`src/rtl/clock_set_ctrl_pkg.sv`:
```
// Shared types and BCD helpers for the 12-hour wall-clock set controller.
package clock_pkg;

  typedef enum logic [1:0] {
    MODE_RUN     = 2'd0,
    MODE_SET_HR  = 2'd1,
    MODE_SET_MIN = 2'd2
  } mode_e;

  localparam logic [7:0] HOUR_RESET = 8'h12;
  localparam logic [7:0] HOUR_MAX   = 8'h12;
  localparam logic [7:0] HOUR_MIN   = 8'h01;
  localparam logic [7:0] HOUR_PM_SW = 8'h11;  // stepping off 11 flips AM/PM
  localparam logic [7:0] MIN_MAX    = 8'h59;
  localparam logic [7:0] MIN_MIN    = 8'h00;
  localparam logic [7:0] SEC_LOAD   = 8'h00;

  // Next 2-digit BCD value, wrapping from max_val back to min_val.
  function automatic logic [7:0] bcd_inc_mod(input logic [7:0] value,
                                             input logic [7:0] max_val,
                                             input logic [7:0] min_val);
    logic [7:0] next_v;
    if (value == max_val) begin
      next_v = min_val;
    end else if (value[3:0] >= 4'd9) begin
      next_v = {value[7:4] + 4'd1, 4'd0};
    end else begin
      next_v = {value[7:4], value[3:0] + 4'd1};
    end
    return next_v;
  endfunction

endpackage

```
`src/rtl/clock_set_ctrl_if.sv`:
```
// Button / counter-side signal bundle of the clock set controller.
interface clock_set_ctrl_if;
  logic       btn_mode;
  logic       btn_inc;
  logic [7:0] hh_in;
  logic [7:0] mm_in;
  logic       pm_in;
  logic       cnt_ena;
  logic       ld_valid;
  logic [7:0] ld_hh;
  logic [7:0] ld_mm;
  logic [7:0] ld_ss;
  logic       ld_pm;
  logic [1:0] mode;

  // Environment side: buttons and live counter value in, controls out.
  modport master (
    output btn_mode, btn_inc, hh_in, mm_in, pm_in,
    input  cnt_ena, ld_valid, ld_hh, ld_mm, ld_ss, ld_pm, mode
  );

  // Controller side.
  modport slave (
    input  btn_mode, btn_inc, hh_in, mm_in, pm_in,
    output cnt_ena, ld_valid, ld_hh, ld_mm, ld_ss, ld_pm, mode
  );
endinterface

```
`src/rtl/clock_set_ctrl_tick.sv`:
```
// Prescaler producing a one-cycle enable every TICK_DIV cycles.
// clear and hold both force the count to zero and suppress the pulse.
module clock_tick_gen #(
  parameter int TICK_DIV = 100
) (
  input  logic clk,
  input  logic reset,
  input  logic clear,
  input  logic hold,
  output logic cnt_ena
);

  localparam int PW = $clog2(TICK_DIV + 1);
  localparam logic [PW-1:0] PRESC_LAST = PW'(TICK_DIV - 1);

  logic [PW-1:0] presc_r;
  logic          cnt_ena_r;

  // Count 0..TICK_DIV-1; pulse in the cycle after the terminal count.
  always_ff @(posedge clk) begin
    if (reset || clear || hold) begin
      presc_r   <= '0;
      cnt_ena_r <= 1'b0;
    end else if (presc_r == PRESC_LAST) begin
      presc_r   <= '0;
      cnt_ena_r <= 1'b1;
    end else begin
      presc_r   <= presc_r + PW'(1);
      cnt_ena_r <= 1'b0;
    end
  end

  assign cnt_ena = cnt_ena_r;

endmodule

```
`src/rtl/clock_set_ctrl.sv`:
```
// Time-set controller for the 12-hour BCD counter: seconds enable,
// hours/minutes edit FSM with shadow registers, and one-cycle load strobe.
module clock_set_ctrl
  import clock_pkg::*;
#(
  parameter int TICK_DIV = 100
) (
  input  logic             clk,
  input  logic             reset,
  clock_set_ctrl_if.slave  bus
);

  mode_e      mode_r;
  logic       ld_valid_r;
  logic [7:0] hh_r;
  logic [7:0] mm_r;
  logic       pm_r;
  logic       enter_edit_s;
  logic       hold_s;
  logic       cnt_ena_s;

  // Clearing on the entry edge keeps cnt_ena low in the first edit cycle.
  assign enter_edit_s = (mode_r == MODE_RUN) && bus.btn_mode;
  assign hold_s       = (mode_r != MODE_RUN);

  clock_tick_gen #(
    .TICK_DIV (TICK_DIV)
  ) u_tick (
    .clk     (clk),
    .reset   (reset),
    .clear   (enter_edit_s),
    .hold    (hold_s),
    .cnt_ena (cnt_ena_s)
  );

  // Edit FSM and shadow time registers; mode advance beats increment.
  always_ff @(posedge clk) begin
    if (reset) begin
      mode_r     <= MODE_RUN;
      ld_valid_r <= 1'b0;
      hh_r       <= HOUR_RESET;
      mm_r       <= MIN_MIN;
      pm_r       <= 1'b0;
    end else begin
      ld_valid_r <= 1'b0;
      case (mode_r)
        MODE_RUN: begin
          if (bus.btn_mode) begin
            mode_r <= MODE_SET_HR;
            hh_r   <= bus.hh_in;
            mm_r   <= bus.mm_in;
            pm_r   <= bus.pm_in;
          end else begin
            mode_r <= MODE_RUN;
          end
        end
        MODE_SET_HR: begin
          if (bus.btn_mode) begin
            mode_r <= MODE_SET_MIN;
          end else if (bus.btn_inc) begin
            hh_r <= bcd_inc_mod(hh_r, HOUR_MAX, HOUR_MIN);
            if (hh_r == HOUR_PM_SW) begin
              pm_r <= ~pm_r;
            end else begin
              pm_r <= pm_r;
            end
          end else begin
            mode_r <= MODE_SET_HR;
          end
        end
        MODE_SET_MIN: begin
          if (bus.btn_mode) begin
            mode_r     <= MODE_RUN;
            ld_valid_r <= 1'b1;
          end else if (bus.btn_inc) begin
            mm_r <= bcd_inc_mod(mm_r, MIN_MAX, MIN_MIN);
          end else begin
            mode_r <= MODE_SET_MIN;
          end
        end
        default: begin
          mode_r <= MODE_RUN;
        end
      endcase
    end
  end

  assign bus.cnt_ena  = cnt_ena_s;
  assign bus.ld_valid = ld_valid_r;
  assign bus.ld_hh    = hh_r;
  assign bus.ld_mm    = mm_r;
  assign bus.ld_ss    = SEC_LOAD;
  assign bus.ld_pm    = pm_r;
  assign bus.mode     = mode_r;

endmodule

```
`src/flat_wrapper.sv`:
```
// flat-port wrapper written by rule: the top's interface ports become plain ports
module clock_set_ctrl_flat import clock_pkg::*;
#(
  parameter int TICK_DIV = 100
)
  (clk, reset, bus_btn_mode, bus_btn_inc, bus_hh_in, bus_mm_in, bus_pm_in, bus_cnt_ena, bus_ld_valid, bus_ld_hh, bus_ld_mm, bus_ld_ss, bus_ld_pm, bus_mode);
  clock_set_ctrl_if bus_i ();
  input  logic clk;
  input  logic reset;
  input wire logic [$bits(bus_i.btn_mode)-1:0] bus_btn_mode;
  input wire logic [$bits(bus_i.btn_inc)-1:0] bus_btn_inc;
  input wire logic [$bits(bus_i.hh_in)-1:0] bus_hh_in;
  input wire logic [$bits(bus_i.mm_in)-1:0] bus_mm_in;
  input wire logic [$bits(bus_i.pm_in)-1:0] bus_pm_in;
  output wire logic [$bits(bus_i.cnt_ena)-1:0] bus_cnt_ena;
  output wire logic [$bits(bus_i.ld_valid)-1:0] bus_ld_valid;
  output wire logic [$bits(bus_i.ld_hh)-1:0] bus_ld_hh;
  output wire logic [$bits(bus_i.ld_mm)-1:0] bus_ld_mm;
  output wire logic [$bits(bus_i.ld_ss)-1:0] bus_ld_ss;
  output wire logic [$bits(bus_i.ld_pm)-1:0] bus_ld_pm;
  output wire logic [$bits(bus_i.mode)-1:0] bus_mode;
  assign bus_i.btn_mode = bus_btn_mode;
  assign bus_i.btn_inc = bus_btn_inc;
  assign bus_i.hh_in = bus_hh_in;
  assign bus_i.mm_in = bus_mm_in;
  assign bus_i.pm_in = bus_pm_in;
  assign bus_cnt_ena = bus_i.cnt_ena;
  assign bus_ld_valid = bus_i.ld_valid;
  assign bus_ld_hh = bus_i.ld_hh;
  assign bus_ld_mm = bus_i.ld_mm;
  assign bus_ld_ss = bus_i.ld_ss;
  assign bus_ld_pm = bus_i.ld_pm;
  assign bus_mode = bus_i.mode;
  clock_set_ctrl #(.TICK_DIV(TICK_DIV)) u_core (.clk(clk), .reset(reset), .bus(bus_i));
endmodule
```
`config.mk`:
```
export PLATFORM = sky130hd
export DESIGN_NAME = clock_set_ctrl_flat
export DESIGN_NICKNAME = d
export VERILOG_FILES = /design/src/rtl/clock_set_ctrl_pkg.sv /design/src/rtl/clock_set_ctrl_if.sv /design/src/rtl/clock_set_ctrl_tick.sv /design/src/rtl/clock_set_ctrl.sv /design/src/flat_wrapper.sv
export SDC_FILE = /design/constraint.sdc
export NUM_CORES = 1
export LEC_CHECK = 0
export CORE_MARGIN = 2
export CORE_UTILIZATION = 48
export DETAILED_ROUTE_END_ITERATION = 7
export GPL_ROUTABILITY_DRIVEN = 1
export PLACE_DENSITY = 0.79
export SLEW_MARGIN = 0
export SYNTH_ARGS = -nofsm -noshare
export SYNTH_HDL_FRONTEND = slang
export SYNTH_HIERARCHICAL = 1
export SYNTH_SLANG_ARGS = --single-unit
```
`constraint.sdc`:
```
create_clock -name clk -period 2.1 [get_ports clk]
set_input_delay 0.525 -clock clk [delete_from_list [all_inputs] [get_ports clk]]
set_output_delay 0.525 -clock clk [all_outputs]
set_load 0.02 [all_outputs]
```
==> results.json <==
{
  "outcome": "finished clean",
  "antenna_cells": 0,
  "fp.dieH_microns": 66.2,
  "rows": 22,
  "overflow": 0,
  "fin_nets": 305,
  "cpMaxStageDelayCell": "clkdlybuf4s50_1",
  "cp_top_family": "buffers and inverters",
  "powerDensity_mw_per_mm2": 623,
  "yosys_warnings": 6,
  "fin_crit_sh": 0.927,
  "netlist_instances": 220,
  "htreeDepth": 1,
  "core_area_sq_mm": 0.00369,
  "synth_edf_count": 0,
  "firstDrtPassIters": 5,
  "setup_viol": 0,
  "crit_buf_inv": 1,
  "drv_slew": 0,
  "clock_path_buffers": 2,
  "place_congestion": 0.847,
  "area_growth_pct": 29.6,
  "synth_top_cell_by_area": "dfxtp_1",
  "synth_flop_cell": "dfxtp_1",
  "r2r_cells": 6,
  "cts_sinks": 28,
  "utilization": 0.653,
  "synth.distinct_cells": 60,
  "die_w_microns": 66.2,
  "grt_pass1_vias": 1628,
  "drive_gt1_frac": 0.107,
  "netlist_area_sq_mm": 0.00186,
  "cp.depth": 1,
  "wl_per_cell_microns": 13.3,
  "fmax_mhz": 514,
  "crit_path_end_kind": "output port",
  "grt_use_total": 0.210,
  "rr_endpoint": "u_core/bus.ld_mm[5]$_SDFFE_PP0P_",
  "cts_tree": "yes",
  "grt_max_degree": 18,
  "crit_end": "bus_ld_hh[3]",
  "postRouteAntennaNets": 0,
  "ys_seq_area_frac": 0.302,
  "cp_max_fo": 9,
  "holdBufCountCts": 0,
  "maxCapViolations": 0,
  "hp-class": "reg2reg",
  "initial_core_util": 0.503,
  "finalHoldViolations": 0,
  "clock-root-buffer": "clkbuf_8",
  "async_flop_share": 0,
  "cellLeakagePower_nw": 0.969,
  "portBuffers": 41,
  "route.detailed.drc": 0,
  "place_inst": 314,
  "cts_setup_buffers": 0,
  "routed_wl_microns": 4230,
  "startpoint": "u_core/bus.ld_hh[3]$_SDFFE_PP0P_",
  "grt_pass1_wl_microns": 7270,
  "fin_tns_setup_ns": 0,
  "worstPathRequired_ns": 1.57,
  "cts_buffers": 3,
  "skew_ns": 0.00352,
  "period_minus_slack_ns": 1.95,
  "critical_path.cell_chain": "clkdlybuf4s50_1",
  "cp.arrival_ns": 1.42,
  "vias": 1737,
  "die-area_sq_mm": 0.00438,
  "vias_per_cell": 5.46,
  "ys_ff_latch": 28,
  "instances_no_fill": 318,
  "hpwl_microns": 3310,
  "clk_latency_ns": 0.27,
  "reg2reg_slack_ns": 0.25,
  "peakVddDrop_mv": 0.339,
  "rsz0062_at_grt": "false",
  "cp-start-kind": "flop",
  "synth_top_area_frac": 0.302,
  "crit-reg2reg-launch": "u_core/bus.ld_mm[1]$_SDFFE_PP0P_",
  "drtIter0Drc": 115,
  "io_pins": 50,
  "syn_area_per_cell_sq_um": 8.44,
  "path_clk_slew_ns": 0.10,
  "cts_resized": 0,
  "critical-path-max-stage-delay_ns": 0.66,
  "synth_area_leaders": "dfxtp_1, ha_1, a21oi_1, buf_4, inv_1",
  "path_class": "reg2out",
  "antenna_found_initial": 0
}
-- registers in the layout, summed over array words and instances, names as in the netlist --
| register | cells |
|---|---|
| u_core/bus.ld_hh | 8 |
| u_core/bus.ld_mm | 8 |
| u_core/u_tick/presc_r | 7 |
| u_core/bus.mode | 2 |
| u_core/bus.ld_pm | 1 |
| u_core/bus.ld_valid | 1 |
| u_core/u_tick/cnt_ena | 1 |
-- power by group --
group | switching (mW) | internal (mW)
clock | 0.167 | 0.168
sequential | 0.0653 | 0.576
combinational | 0.268 | 0.255
total | 0.500 | 0.999
-- kinds of logic after synthesis --
logic type	synth area share
AO/OA/AOI/OAI	0.241
adder cells (fa/ha/maj)	0.0876
buffers and inverters	0.0937
XOR/XNOR	0.0236
other	0.00202
AND/OR/NAND/NOR	0.250
flip-flops	0.302
-- cell type report --
cell class	instances	area, sq um
well taps	48	60.1
inverters	16	60.1
clock buffers	4	55.1
flip-flops and latches	28	561
fillers	352	1280
repair buffers	56	523
multi-input cells	166	1150
-- routing by layer --
metal	up-vias	GRT usage	wire, microns
li1	884	-	-
met1	794	0.279	1950
met2	57	0.353	2010
met3	2	0.0375	238
met4	0	0.0459	25
met5	-	0	0
-- through the flow --
stage | hold slack (ns) | area (sq um) | power (mW) | worst slack, ns
floorplan | 0.445 | 1880 | 0.968 | 0.264
global placement | 0.467 | 2350 | 1.17 | 0.0164
detailed placement | 0.469 | 2350 | 1.17 | -0.0263
CTS | 0.492 | 2410 | 1.50 | 0.148
global route | 0.526 | 2410 | 1.59 | 0.0713
finish | 0.488 | 2410 | 1.50 | 0.153
-- cell usage after synthesis, types with 3 or more instances --
library cell	n
nand2_1	14
nand3_1	9
and3_1	3
dfxtp_1	28
buf_4	9
a31oi_1	6
or3_1	3
a32oi_1	3
clkbuf_1	5
ha_1	13
nand4_1	3
inv_1	16
a22oi_1	4
nand2b_1	5
a21oi_1	14
nor3_1	5
xor2_1	3
nor2_1	14
o21ai_0	10
nor2b_1	3
-- worst min-delay path by stage --
| stage | startpoint | endpoint | depth (start not counted) |
|---|---|---|---|
| after floorplan | u_core/u_tick/presc_r[0]$_SDFF_PP0_ | u_core/u_tick/presc_r[0]$_SDFF_PP0_ | 1 |
| after global placement | u_core/u_tick/presc_r[0]$_SDFF_PP0_ | u_core/u_tick/presc_r[0]$_SDFF_PP0_ | 1 |
| after detailed placement | u_core/u_tick/presc_r[0]$_SDFF_PP0_ | u_core/u_tick/presc_r[0]$_SDFF_PP0_ | 1 |
| after CTS | u_core/u_tick/presc_r[0]$_SDFF_PP0_ | u_core/u_tick/presc_r[0]$_SDFF_PP0_ | 1 |
| after global routing | u_core/u_tick/presc_r[0]$_SDFF_PP0_ | u_core/u_tick/presc_r[0]$_SDFF_PP0_ | 1 |
| final | u_core/u_tick/presc_r[0]$_SDFF_PP0_ | u_core/u_tick/presc_r[0]$_SDFF_PP0_ | 1 |
-- cells in the final DEF, fill, tap and decap left out, types with 2 or more instances in the layout --
master           count
o21ai_0             10
nand2b_1             5
and2b_1              2
or4_1                2
buf_4               15
a221oi_1             2
dfxtp_1             28
o221a_2              2
a32oi_1              3
nand4_1              3
nand3_1              9
clkdlybuf4s50_1     41
or3_1                3
o32ai_1              2
a31oi_1              6
inv_1               16
conb_1               8
a211oi_1             2
nor3_1               5
nor2b_1              3
xor2_1               3
ha_1                13
xnor2_1              2
nand2_1             14
a22oi_1              4
nor3b_1              2
clkbuf_8             4
and3_1               3
nor2_1              14
a21oi_1             14
o221ai_1             2
Note: power is estimated with default switching activity, not from simulation.
